<file path="src/rtl/uart_fifo_ctrl.sv">
// uart_fifo_ctrl: first-word-fall-through FIFO for the UART RX/TX data paths.
// Provides an occupancy count, programmable almost-full and almost-empty flags,
// a synchronous flush, and sticky overflow/underflow error flags.
// A read and a write in the same cycle are handled correctly when the FIFO is full or empty.
module uart_fifo_ctrl #(
    parameter int B     = 8,   // data word width
    parameter int W     = 4,   // address bits, depth = 2**W
    parameter int AF_TH = 12,  // almost_full when count >= AF_TH
    parameter int AE_TH = 2    // almost_empty when count <= AE_TH
) (
    input  logic         clk,
    input  logic         reset,        // synchronous, active-low
    input  logic         flush,
    input  logic         wr,
    input  logic [B-1:0] w_data,
    input  logic         rd,
    output logic [B-1:0] r_data,
    output logic         full,
    output logic         empty,
    output logic         almost_full,
    output logic         almost_empty,
    output logic [W:0]   count,
    output logic         overflow,
    output logic         underflow,
    input  logic         clr_err
);

    localparam int         DEPTH   = 2 ** W;
    localparam logic [W:0] DEPTH_C = (W+1)'(DEPTH);
    localparam logic [W:0] AF_C    = (W+1)'(AF_TH);
    localparam logic [W:0] AE_C    = (W+1)'(AE_TH);

    // Storage array; contents survive reset and flush, so it has no reset.
    logic [B-1:0] mem [DEPTH];

    logic [W-1:0] w_ptr_reg, w_ptr_next;
    logic [W-1:0] r_ptr_reg, r_ptr_next;
    logic [W:0]   count_reg, count_next;
    logic         full_reg, full_next;
    logic         empty_reg, empty_next;
    logic         af_reg, af_next;
    logic         ae_reg, ae_next;
    logic         ovf_reg, ovf_next;
    logic         unf_reg, unf_next;
    logic         pop_ok, push_ok, wr_en;

    // Accept/reject decisions, pointer and count updates, and flags derived from the next count.
    always_comb begin
        pop_ok     = rd & ~empty_reg;
        // A full FIFO still takes a push when a pop frees a slot in the same cycle.
        push_ok    = wr & (~full_reg | pop_ok);
        w_ptr_next = w_ptr_reg;
        r_ptr_next = r_ptr_reg;
        count_next = count_reg;
        ovf_next   = ovf_reg;
        unf_next   = unf_reg;
        wr_en      = 1'b0;

        if (flush) begin
            // A flush ignores rd/wr and leaves the sticky error flags as they are.
            w_ptr_next = '0;
            r_ptr_next = '0;
            count_next = '0;
        end else begin
            wr_en = push_ok;
            if (push_ok)
                w_ptr_next = w_ptr_reg + W'(1);
            if (pop_ok)
                r_ptr_next = r_ptr_reg + W'(1);
            case ({push_ok, pop_ok})
                2'b10:   count_next = count_reg + (W+1)'(1);
                2'b01:   count_next = count_reg - (W+1)'(1);
                default: count_next = count_reg;
            endcase
            // A clear and a new error in the same cycle: the new error wins.
            if (clr_err) begin
                ovf_next = 1'b0;
                unf_next = 1'b0;
            end
            if (wr & ~push_ok)
                ovf_next = 1'b1;
            if (rd & ~pop_ok)
                unf_next = 1'b1;
        end

        full_next  = (count_next == DEPTH_C);
        empty_next = (count_next == '0);
        af_next    = (count_next >= AF_C);
        ae_next    = (count_next <= AE_C);
    end

    // State register; reset has priority over flush and every other input.
    always_ff @(posedge clk) begin
        if (!reset) begin
            w_ptr_reg <= '0;
            r_ptr_reg <= '0;
            count_reg <= '0;
            full_reg  <= 1'b0;
            empty_reg <= 1'b1;
            af_reg    <= 1'b0;
            ae_reg    <= 1'b1;
            ovf_reg   <= 1'b0;
            unf_reg   <= 1'b0;
        end else begin
            w_ptr_reg <= w_ptr_next;
            r_ptr_reg <= r_ptr_next;
            count_reg <= count_next;
            full_reg  <= full_next;
            empty_reg <= empty_next;
            af_reg    <= af_next;
            ae_reg    <= ae_next;
            ovf_reg   <= ovf_next;
            unf_reg   <= unf_next;
        end
    end

    // Word write on an accepted push; suppressed while reset is held.
    always_ff @(posedge clk) begin
        if (reset && wr_en)
            mem[w_ptr_reg] <= w_data;
    end

    // The head word falls through combinationally from the registered read pointer.
    assign r_data       = mem[r_ptr_reg];
    assign full         = full_reg;
    assign empty        = empty_reg;
    assign almost_full  = af_reg;
    assign almost_empty = ae_reg;
    assign count        = count_reg;
    assign overflow     = ovf_reg;
    assign underflow    = unf_reg;

endmodule

</file>
<file path="config.mk">
export PLATFORM = sky130hd
export DESIGN_NAME = uart_fifo_ctrl
export DESIGN_NICKNAME = d
export VERILOG_FILES = /design/src/rtl/uart_fifo_ctrl.sv
export SDC_FILE = /design/constraint.sdc
export NUM_CORES = 1
export LEC_CHECK = 0
export CAP_MARGIN = 20
export CORE_UTILIZATION = 36
export CTS_CLUSTER_DIAMETER = 40
export CTS_CLUSTER_SIZE = 40
export DETAILED_ROUTE_END_ITERATION = 7
export DONT_BUFFER_PORTS = 1
export SLEW_MARGIN = 40
export SYNTH_ARGS = -nofsm -noshare
export SYNTH_HDL_FRONTEND = slang
export SYNTH_SLANG_ARGS = --single-unit
export TNS_END_PERCENT = 50
</file>
<file path="constraint.sdc">
create_clock -name clk -period 2.7 [get_ports clk]
set_input_delay 0 -clock clk [delete_from_list [all_inputs] [get_ports clk]]
set_output_delay 0 -clock clk [all_outputs]
set_load 0.02 [all_outputs]
</file>
# [Word-level counts from Yosys, hierarchy flattened]
# Memories as Yosys holds them, arrays and structs flattened. A register that Yosys moved wholly into a read port is not among the register bits.
# Cells that the tools add are included.
[totals] register_bits=19 ram_bits=128 in_bits=14 output_inout_bits=19 word_cells=47 n_memories=1
[mem_list] memory="mem" depth=16 width=8 read_ports=1 rd_ports_with_merged_regs=1 wr=1 line_no="34" rtl="logic [B-1:0] mem [DEPTH];"
[classes] addsub=4 order_cmp=2 eq_ne=3 muxes=10 bitwise_logic=11 reduce_logical=7
[op_table] cell="5-bit case mux with 2 select lines" count=1
[op_table] cell="4-bit by 1-bit adder with 4-bit output (second input constant)" count=2
[op_table] cell="4-bit two-way mux" count=2
[op_table] cell="1-bit two-way mux" count=6
[op_table] cell="1-bit inverter" count=6
[op_table] cell="5-bit by 1-bit adder with 5-bit output (second input constant)" count=1
[op_table] cell="5-bit == test (second input constant)" count=1
[op_table] cell="5-bit by 4-bit >= comparator with 1-bit output (second input constant)" count=1
[op_table] cell="5-bit by 2-bit <= comparator with 1-bit output (second input constant)" count=1
[op_table] cell="5-bit logical NOT" count=1
[op_table] cell="5-bit two-way mux" count=1
[op_table] cell="5-bit by 1-bit subtractor with 5-bit output (second input constant)" count=1
[op_table] cell="1-bit AND" count=4
[op_table] cell="2-bit AND reduction" count=2
[op_table] cell="2-bit nonzero test" count=2
[op_table] cell="2-bit by 1-bit == test with 1-bit output (second input constant)" count=1
[op_table] cell="2-bit == test (second input constant)" count=1
[op_table] cell="2-bit OR reduction" count=1
[op_table] cell="1-bit logical AND" count=1
[op_table] cell="1-bit bitwise OR" count=1

# [Logic depth before layout (Yosys ltp)]
# Gate-level depths: netlist of run 1.
[logic_depth] ltp_word=8 depth_mapped=12 mapped_depth_nobuf=12

# [Worst setup path before layout of run 1]
# OpenSTA, ideal clock, no wires.
[synth_path] path_type="flip-flop to flip-flop" start="reg empty_reg, in the netlist empty" end="reg ae_reg, in the netlist almost_empty" setup_time_ns=0.070 arrival_ns=2.382 t_required_ns=2.630 slack_ns=0.249 stages_incl_launch_ff=12 n_path_buf=0 synth_period_minus_slack_ns=2.451 path_cell_list="dfxtp_1 > nand2b_1 > nand2_1 > nand2_1 > ha_1 > xor2_1 > ha_1 > a21oi_2 > xnor2_1 > or4_1 > o2111a_1 > a21oi_1"
[synth_between] elab_chain_cells=8 word_cells_on_any_way=9 cone_classes="order compare: 1; eq/ne: 2; mux: 2; bitwise: 4"
[synth_rtl] item="start: declaration" line_no="40" rtl="logic empty_reg, empty_next;"
[synth_rtl] item="start signal: assignment" line_no="109" rtl="empty_reg <= empty_next;"
[synth_rtl] item="1-bit inverter (*)" line_no="49" rtl="pop_ok = rd & ~empty_reg;"
[synth_rtl] item="1-bit AND (*)" line_no="49"
[synth_rtl] item="1-bit bitwise OR" line_no="51" rtl="push_ok = wr & (~full_reg | pop_ok);"
[synth_rtl] item="1-bit AND" line_no="51"
[synth_rtl] item="2-bit by 1-bit == test with 1-bit output or 2-bit == test (tied branches)" line_no="70" rtl="case ({push_ok, pop_ok})"
[synth_rtl] item="5-bit case mux with 2 select lines (*)" line_no="70"
[synth_rtl] item="5-bit two-way mux (*)" line_no="59" rtl="if (flush) begin"
[synth_rtl] item="5-bit by 2-bit <= comparator with 1-bit output (*)" line_no="89" rtl="ae_next = (count_next <= AE_C);"
[synth_rtl] item="end signal: assignment" line_no="111" rtl="ae_reg <= ae_next;"
[synth_rtl] item="end: declaration" line_no="42" rtl="logic ae_reg, ae_next;"
# Mark *: on every way between the ends. The rest lies on a longest branch, timed or not.
# A chain may end at the register's enable or synchronous reset.

# [Worst setup path in the final report of run 1]
[layout_path] start="reg empty_reg, in the netlist empty" end="reg ae_reg, in the netlist almost_empty"
[layout_between] elab_chain_cells=8 word_cells_on_any_way=9 cone_classes="order compare: 1; eq/ne: 2; mux: 2; bitwise: 4"
[layout_rtl] item="1-bit inverter (*)" line_no="49"
[layout_rtl] item="1-bit AND (*)" line_no="49"
[layout_rtl] item="via pop_ok" line_no="45" rtl="logic pop_ok, push_ok, wr_en;"
[layout_rtl] item="1-bit bitwise OR" line_no="51"
[layout_rtl] item="1-bit AND" line_no="51"
[layout_rtl] item="2-bit by 1-bit == test with 1-bit output or 2-bit == test (tied branches)" line_no="70"
[layout_rtl] item="5-bit case mux with 2 select lines (*)" line_no="70"
[layout_rtl] item="5-bit two-way mux (*)" line_no="59"
[layout_rtl] item="5-bit by 2-bit <= comparator with 1-bit output (*)" line_no="89"
# Mark *: on every way through the listed nets, which the timed path passes. The rest lies on a longest branch.

==> results.txt, run 1 <==
----------------------------------------------------
[Outcome]
  Result of the run ... finished, final reports clean

[Critical path]
  CP Capture Type ... flip-flop
  Max Fanout on Critical Path ... 6
  Critical R2R Launch ... empty$_SDFF_PN1_
  Arrival time reported for the critical path endpoint ... 2830 ps
  Setup Crit Path Kind ... flip-flop to flip-flop
  Last element of the critical path ... almost_empty$_SDFF_PN1_
  Critical path launch point type ... flip-flop
  Critical path, cell by cell ... nand2b_2 > inv_1 > ha_1 > xor2_1 > ha_1 > a21oi_2 > xnor2_1 > or4_1 > o2111a_1 > a21oi_1
  Delay of the slowest critical-path stage ... 510 ps
  R2R Path End ... almost_empty$_SDFF_PN1_
  Kind of cell with the highest combined delay on the critical path ... simple AND/OR/NAND/NOR gates
  Depth of the most critical reg-to-reg path ... 10
  Required time reported for the critical path endpoint ... 3050 ps
  Cell with the largest stage delay on the worst path ... sky130_fd_sc_hd__or4_1
  Sum of buffers and inverters on the critical path ... 1
  Crit path depth ... 10
  Origin of the worst setup path ... empty$_SDFF_PN1_
  Register-to-register setup slack ... 220 ps
  Cell seen most often among critical-path stages ... sky130_fd_sc_hd__ha_1

[CTS]
  Clock Sink Count ... 151
  CTS H-Tree Depth ... 4
  CTS Buf Count ... 17
  Clock input transition at the sequential cells of the worst setup and hold paths ... 60 ps
  Master cell of the clock root buffer ... sky130_fd_sc_hd__clkbuf_16
  Max clock buf depth ... 2
  Insertion delay of the later-clocked pin in the worst-skew pair ... 410 ps
  Clock tree from TritonCTS ... done

[Timing]
  Worst hold slack across all endpoints ... 127 ps
  Highest attainable clock frequency ... 403 MHz
  Setup repair after global routing missed its margin ... false
  Post-layout min period ... 2480 ps
  Number of endpoints failing setup at the final stage ... 0
  Hold violation count in the final report ... 0
  Clock tree skew after final layout ... 9.90 ps
  Measured slew at the worst slew-check pin ... 650 ps
  Setup TNS Final ... 0 ps
  Final critical-path share of the clock period ... 0.920
  Number of max-slew violations in the final report ... 0
  Max-slew headroom ... 0.566

[Synthesis]
  Seq/Total Area, Yosys ... 0.710
  EDFF count, synth ... 128
  Most frequently used flop master after synthesis ... sky130_fd_sc_hd__edfxtp_1
  Post-Syn Area ... 6060 µm²
  Average footprint of a synthesized cell ... 18.4 µm²
  Library cells used by synthesis ... 42
  Share of flip-flops with an asynchronous set or reset ... 0
  Number of synthesis warnings ... 0
  Gate count of the mapped netlist ... 329
  Flip-flop and latch count after synthesis ... 151
  Net count of the mapped netlist ... 351

[GRT]
  Vias in the first global route ... 3,218
  Met2 track utilization from global routing ... 0.242
  Highest-utilization routing layer at the global route stage ... met2
  Met3 Track Usage GR ... 0.0500
  Pin count of the biggest net entering global routing ... 33
  Total routing usage reported by global routing ... 0.148
  Met1 global-route usage ... 0.187
  Wire length of the first global-routing pass ... 18.6 mm
  GRT Residual Overflow ... 0
  Initial antenna violation count ... 0

[Route]
  Antenna Violating Nets Remaining ... 0
  1st-iter DRT viols ... 239
  First-pass iteration count of the detailed router ... 4
  Via density ... 5.03
  Wirelength per Cell ... 19.7 µm
  Detailed-route via count ... 3,036
  Post-route DRC violation count ... 0
  Sum of routed wire length over all layers ... 11.9 mm

[Floorplan]
  Die outline width ... 132 µm
  Chip height ... 132 µm
  Io pins ... 33
  Standard-cell rows ... 47
  Core Area ... 16,500 µm²
  Initial Util ... 0.367
  Area of the die ... 17,400 µm²

[Final layout]
  Fin nets ... 392
  Finished Core Util ... 0.434
  Area delta synth->final ... 18.3%
  Number of diodes added for antenna fixing ... 0
  Final standard cell count with taps included and fillers excluded ... 603
  Max reg flops ... 128
  Layout cell share with drive strength beyond 1 ... 0.264

[Power]
  Worst VDD drop ... 0.375 mV
  Leakage dissipation ... 2.28 nW
  Power per Cell Area ... 697 nW/µm²

[Placement]
  RD Place Congestion ... 0.801
  Detailed-placement wirelength estimate ... 7.70 mm
  Placed cell count ... 555
  I/O Buffers ... 0

[Min path]
  HP Start ... reset
  Worst min path class ... primary input to flip-flop

[Run]
  Maximum Capacitance Violations ... 0

----------------------------------------------------
kinds of logic (layout without fill, tap and decap cells):
group / count (synthesis) / after routing / synth area share
DFF: 151 / 151 / 0.710
buffers and inverters: 23 / 77 / 0.0200
AOI/OAI and AO/OA: 23 / 23 / 0.0291
xor gates and xnor gates: 12 / 12 / 0.0196
muxes: 40 / 40 / 0.149
adders and majority gates: 8 / 8 / 0.0165
and+or+nand+nor: 72 / 72 / 0.0565
layout by cell type (no fill, tap or decap), types with 3 or more instances in the layout:
cell	instances
sky130_fd_sc_hd__nand2_1	16
sky130_fd_sc_hd__nor3_1	4
sky130_fd_sc_hd__ha_1	8
sky130_fd_sc_hd__mux4_2	40
sky130_fd_sc_hd__edfxtp_1	128
sky130_fd_sc_hd__nor2_1	27
sky130_fd_sc_hd__xor2_1	5
sky130_fd_sc_hd__nand3_1	4
sky130_fd_sc_hd__dfxtp_1	22
sky130_fd_sc_hd__nor2b_1	3
sky130_fd_sc_hd__nand2b_1	5
sky130_fd_sc_hd__a21oi_1	7
sky130_fd_sc_hd__clkbuf_16	17
sky130_fd_sc_hd__o21ai_0	3
sky130_fd_sc_hd__clkinvlp_4	3
sky130_fd_sc_hd__clkinv_2	3
sky130_fd_sc_hd__inv_1	5
sky130_fd_sc_hd__xnor2_1	5
sky130_fd_sc_hd__inv_6	3
sky130_fd_sc_hd__dlygate4sd3_1	16
sky130_fd_sc_hd__buf_4	22
sky130_fd_sc_hd__o31ai_1	3
cells in the mapped netlist, types with 5 or more instances:
cell type	instances	area (µm²)
sky130_fd_sc_hd__inv_1	5	18.8
sky130_fd_sc_hd__nand2b_1	6	37.5
sky130_fd_sc_hd__edfxtp_1	128	3840
sky130_fd_sc_hd__dfxtp_1	23	460
sky130_fd_sc_hd__xor2_1	5	43.8
sky130_fd_sc_hd__nand2_1	17	63.8
sky130_fd_sc_hd__xnor2_1	6	52.6
sky130_fd_sc_hd__ha_1	8	100
sky130_fd_sc_hd__a21oi_1	7	35.0
sky130_fd_sc_hd__buf_1	7	26.3
sky130_fd_sc_hd__nor2_1	27	101
sky130_fd_sc_hd__mux4_2	40	901
timing repair:
| action | in CTS | in global routing |
|---|---|---|
| buffers inserted | 0 | 0 |
| gates resized for setup | 0 | 3 |
| endpoints found under the setup margin | 0 | 4 |
| hold buffers | 16 | 0 |
| endpoints found under the hold margin | 138 | 0 |
through the flow:
step / worst slack, ps / power [W] / cell area (µm²)
floorplan: 249 / 0.00269 / 6060
global placement: 302 / 0.00271 / 6430
detailed placement: 189 / 0.00271 / 6430
CTS: 153 / 0.00504 / 7160
global route: 23.9 / 0.00515 / 7180
finish: 216 / 0.00500 / 7180
power breakdown:
| part | leakage [nW] | switching, W | internal [W] |
|---|---|---|---|
| Combinational | 0.670 | 0.0000898 | 0.0000638 |
| Clock | 0.274 | 0.000923 | 0.00137 |
| Sequential | 1.34 | 0.0000159 | 0.00254 |
| Total | 2.28 | 0.00103 | 0.00397 |
how the worst min path moves through the flow:
stage                                endpoint  slack (ps)  depth (start not counted)
floorplan                 mem[0][0]$_DFFE_PP_         100                          0
global placement          mem[4][7]$_DFFE_PP_         100                          0
detailed placement        mem[4][7]$_DFFE_PP_         100                          0
CTS                                 flip-flop         110                          2
global route        w_ptr_reg[2]$_SDFFE_PP0P_         170                          2
finish              w_ptr_reg[2]$_SDFFE_PP0P_         130                          2
final cells by class:
type                    instances  area (µm²)
well taps                     220         275
multi-input cells             155        1650
fillers                      1448        9350
flip-flops and latches        151        4310
repair buffers                 39         345
clock buffers                  19         433
clock inverters                13         143
inverters                       6        23.8
worst register-to-register path, cell delays in order, from the launching register on:
cell and delay (ps):
sky130_fd_sc_hd__dfxtp_1 300, sky130_fd_sc_hd__nand2b_2 210, sky130_fd_sc_hd__inv_1 190, sky130_fd_sc_hd__ha_1 280, sky130_fd_sc_hd__xor2_1 190, sky130_fd_sc_hd__ha_1 230, sky130_fd_sc_hd__a21oi_2 60, sky130_fd_sc_hd__xnor2_1 160
sky130_fd_sc_hd__or4_1 510, sky130_fd_sc_hd__o2111a_1 170, sky130_fd_sc_hd__a21oi_1 120
metal layers:
layer,up-vias,wire [µm]
li1,1388,-
met1,1541,5050
met2,96,5830
met3,11,840
met4,0,137
met5,-,0
(Power assumes the default switching activity.)
==> run 2, diff against run 1 <==
--- a/config.mk
+++ b/config.mk
@@ -11,6 +11,7 @@
 export CTS_CLUSTER_SIZE = 40
 export DETAILED_ROUTE_END_ITERATION = 7
 export DONT_BUFFER_PORTS = 1
+export MAX_ROUTING_LAYER = met4
 export SLEW_MARGIN = 40
 export SYNTH_ARGS = -nofsm -noshare
 export SYNTH_HDL_FRONTEND = slang
==> results.txt, run 2 (same netlist as run 1, synthesis figures left out) <==
----------------------------------------------------
[Run]
  Maximum Capacitance Violations ... 0 (unchanged)

[Final layout]
  Number of fillers in the final layout ... 1,448 (unchanged)
  Finished Core Util ... 0.434 (unchanged)
  Reg area ... 4310 µm² (unchanged)
  Footprint of the multi-input gates ... 1650 µm² (unchanged)
  Max reg flops ... 128 (unchanged)
  Most frequent standard cell in the layout excluding fill and tap cells ... sky130_fd_sc_hd__edfxtp_1
  Area delta synth->final ... 18.3% (unchanged)
  Top library cells by usage in the layout, fill and taps aside ... sky130_fd_sc_hd__edfxtp_1, sky130_fd_sc_hd__mux4_2, sky130_fd_sc_hd__nor2_1
  Layout cell share with drive strength beyond 1 ... 0.264 (unchanged)
  Fin nets ... 392 (unchanged)
  Number of diodes added for antenna fixing ... 0 (unchanged)

[Timing]
  Final critical-path share of the clock period ... 0.917 (-0.00270)
  Highest attainable clock frequency ... 404 MHz (+0.29%)
  Setup TNS Final ... 0 ps (unchanged)
  Max-slew headroom ... 0.543 (-0.0228)
  Setup repair after global routing missed its margin ... false
  Number of max-slew violations in the final report ... 0 (unchanged)
  Number of endpoints failing setup at the final stage ... 0 (unchanged)
  Measured slew at the worst slew-check pin ... 684 ps (+34.2 ps)
  Post-layout min period ... 2480 ps (-7.28 ps)
  Clock tree skew after final layout ... 8.92 ps (-0.980 ps)
  Hold violation count in the final report ... 0 (unchanged)
  Worst hold slack across all endpoints ... 126 ps (-1.41 ps)

[CTS]
  Clock tree from TritonCTS ... done
  CTS Buf Count ... 17 (unchanged)
  Clock input transition at the sequential cells of the worst setup and hold paths ... 60 ps (about the same)
  Max clock buf depth ... 2 (unchanged)
  CTS H-Tree Depth ... 4 (unchanged)
  Master cell of the clock root buffer ... sky130_fd_sc_hd__clkbuf_16
  # Post-CTS Setup Buffers ... 0 (unchanged)
  Insertion delay of the later-clocked pin in the worst-skew pair ... 410 ps (about the same)
  Clock Sink Count ... 151 (unchanged)

[Outcome]
  Result of the run ... finished, final reports clean

[Floorplan]
  Die outline width ... 132 µm (unchanged)
  Core Area ... 16,500 µm² (unchanged)
  Chip height ... 132 µm (unchanged)
  Io pins ... 33 (unchanged)
  Initial Util ... 0.367 (unchanged)
  Standard-cell rows ... 47 (unchanged)
  Area of the die ... 17,400 µm² (unchanged)

[Critical path]
  Register-to-register setup slack ... 220 ps (about the same)
  Setup Crit Path Kind ... flip-flop to flip-flop
  Depth of the most critical reg-to-reg path ... 10 (unchanged)
  Origin of the worst setup path ... empty$_SDFF_PN1_
  Arrival time reported for the critical path endpoint ... 2820 ps (about the same)
  CP Capture Type ... flip-flop
  Required time reported for the critical path endpoint ... 3040 ps (about the same)
  Critical R2R Launch ... empty$_SDFF_PN1_
  Max Fanout on Critical Path ... 6 (unchanged)
  Critical path launch point type ... flip-flop

[Route]
  Detailed-route via count ... 3,067 (+1.0%)
  Sum of routed wire length over all layers ... 11.9 mm (about the same)
  Antenna Violating Nets Remaining ... 0 (unchanged)
  Wirelength per Cell ... 19.7 µm (about the same)
  Via density ... 5.09 (+1.0%)
  First-pass iteration count of the detailed router ... 5 (+1)
  1st-iter DRT viols ... 260 (+8.8%)
  Post-route DRC violation count ... 0 (unchanged)

[Min path]
  HP Start ... reset
  Worst min path class ... primary input to flip-flop
  Hold path cells ... 2 (unchanged)

[Placement]
  RD Place Congestion ... 0.813 (+1.4%)
  Detailed-placement wirelength estimate ... 7.70 mm (unchanged)
  I/O Buffers ... 0 (unchanged)

[GRT]
  Initial antenna violation count ... 0 (unchanged)
  Pin count of the biggest net entering global routing ... 33 (unchanged)
  Total routing usage reported by global routing ... 0.153 (+0.00450)
  Vias in the first global route ... 3,230 (+0.37%)
  GRT Residual Overflow ... 0 (unchanged)
  Wire length of the first global-routing pass ... 18.6 mm (-0.15%)

[Power]
  Power per Cell Area ... 696 nW/µm² (about the same)
  Worst VDD drop ... 0.376 mV (+0.25%)
  Leakage dissipation ... 2.28 nW (unchanged)

----------------------------------------------------
## run 2: final timing paths
kind | endpoint
setup / recovery | almost_empty$_SDFF_PN1_
hold / removal | flip-flop
setup reg to reg | almost_empty$_SDFF_PN1_
hold reg to reg | flip-flop
## run 2: what timing repair did
item,in CTS,in global routing
hold buffers,16,0
setup endpoints to repair,0,4
hold endpoints to repair,138,0
resized for setup,0,3
## run 2: layer usage
layer	wire length, µm	track usage	part of all wire	vias up
met4	102	0.0439	0.0086	0
met1	5200	0.185	0.44	1569
met5	0	-	0	-
met2	5910	0.244	0.50	90
met3	639	0.0488	0.054	15
li1	-	-	-	1393
## run 2: worst max-delay path, cell delays in order (launching register included)
cell	delay, ps
sky130_fd_sc_hd__dfxtp_1	300
sky130_fd_sc_hd__nand2b_2	210
sky130_fd_sc_hd__inv_1	190
sky130_fd_sc_hd__ha_1	280
sky130_fd_sc_hd__xor2_1	190
sky130_fd_sc_hd__ha_1	230
sky130_fd_sc_hd__a21oi_2	60
sky130_fd_sc_hd__xnor2_1	160
sky130_fd_sc_hd__or4_1	510
sky130_fd_sc_hd__o2111a_1	170
sky130_fd_sc_hd__a21oi_1	120
## run 2: final cells by class
cell class,instances,share of cell area
sequential,151,0.600
multi-input combinational,155,0.230
clock buffer,19,0.0603
timing repair buffer,39,0.0481
tap,220,0.0384
clock inverter,13,0.0199
inverter,6,0.00331
## run 2: power by group
part	total (W)	internal [W]	leakage [nW]	switching, W
Clock	0.00229	0.00137	0.274	0.000919
Combinational	0.000153	0.0000637	0.670	0.0000896
Sequential	0.00255	0.00254	1.34	0.0000160
Total	0.00500	0.00397	2.28	0.00102
## run 2: through the flow
stage               cell area, µm²  std cells  power (W)  setup WS [ps]
floorplan                     6060        329    0.00269            249
global placement              6430        555    0.00271            302
detailed placement            6430        555    0.00271            189
CTS                           7160        603    0.00504            153
global route                  7180        603    0.00515           24.3
finish                        7180        603    0.00500            223
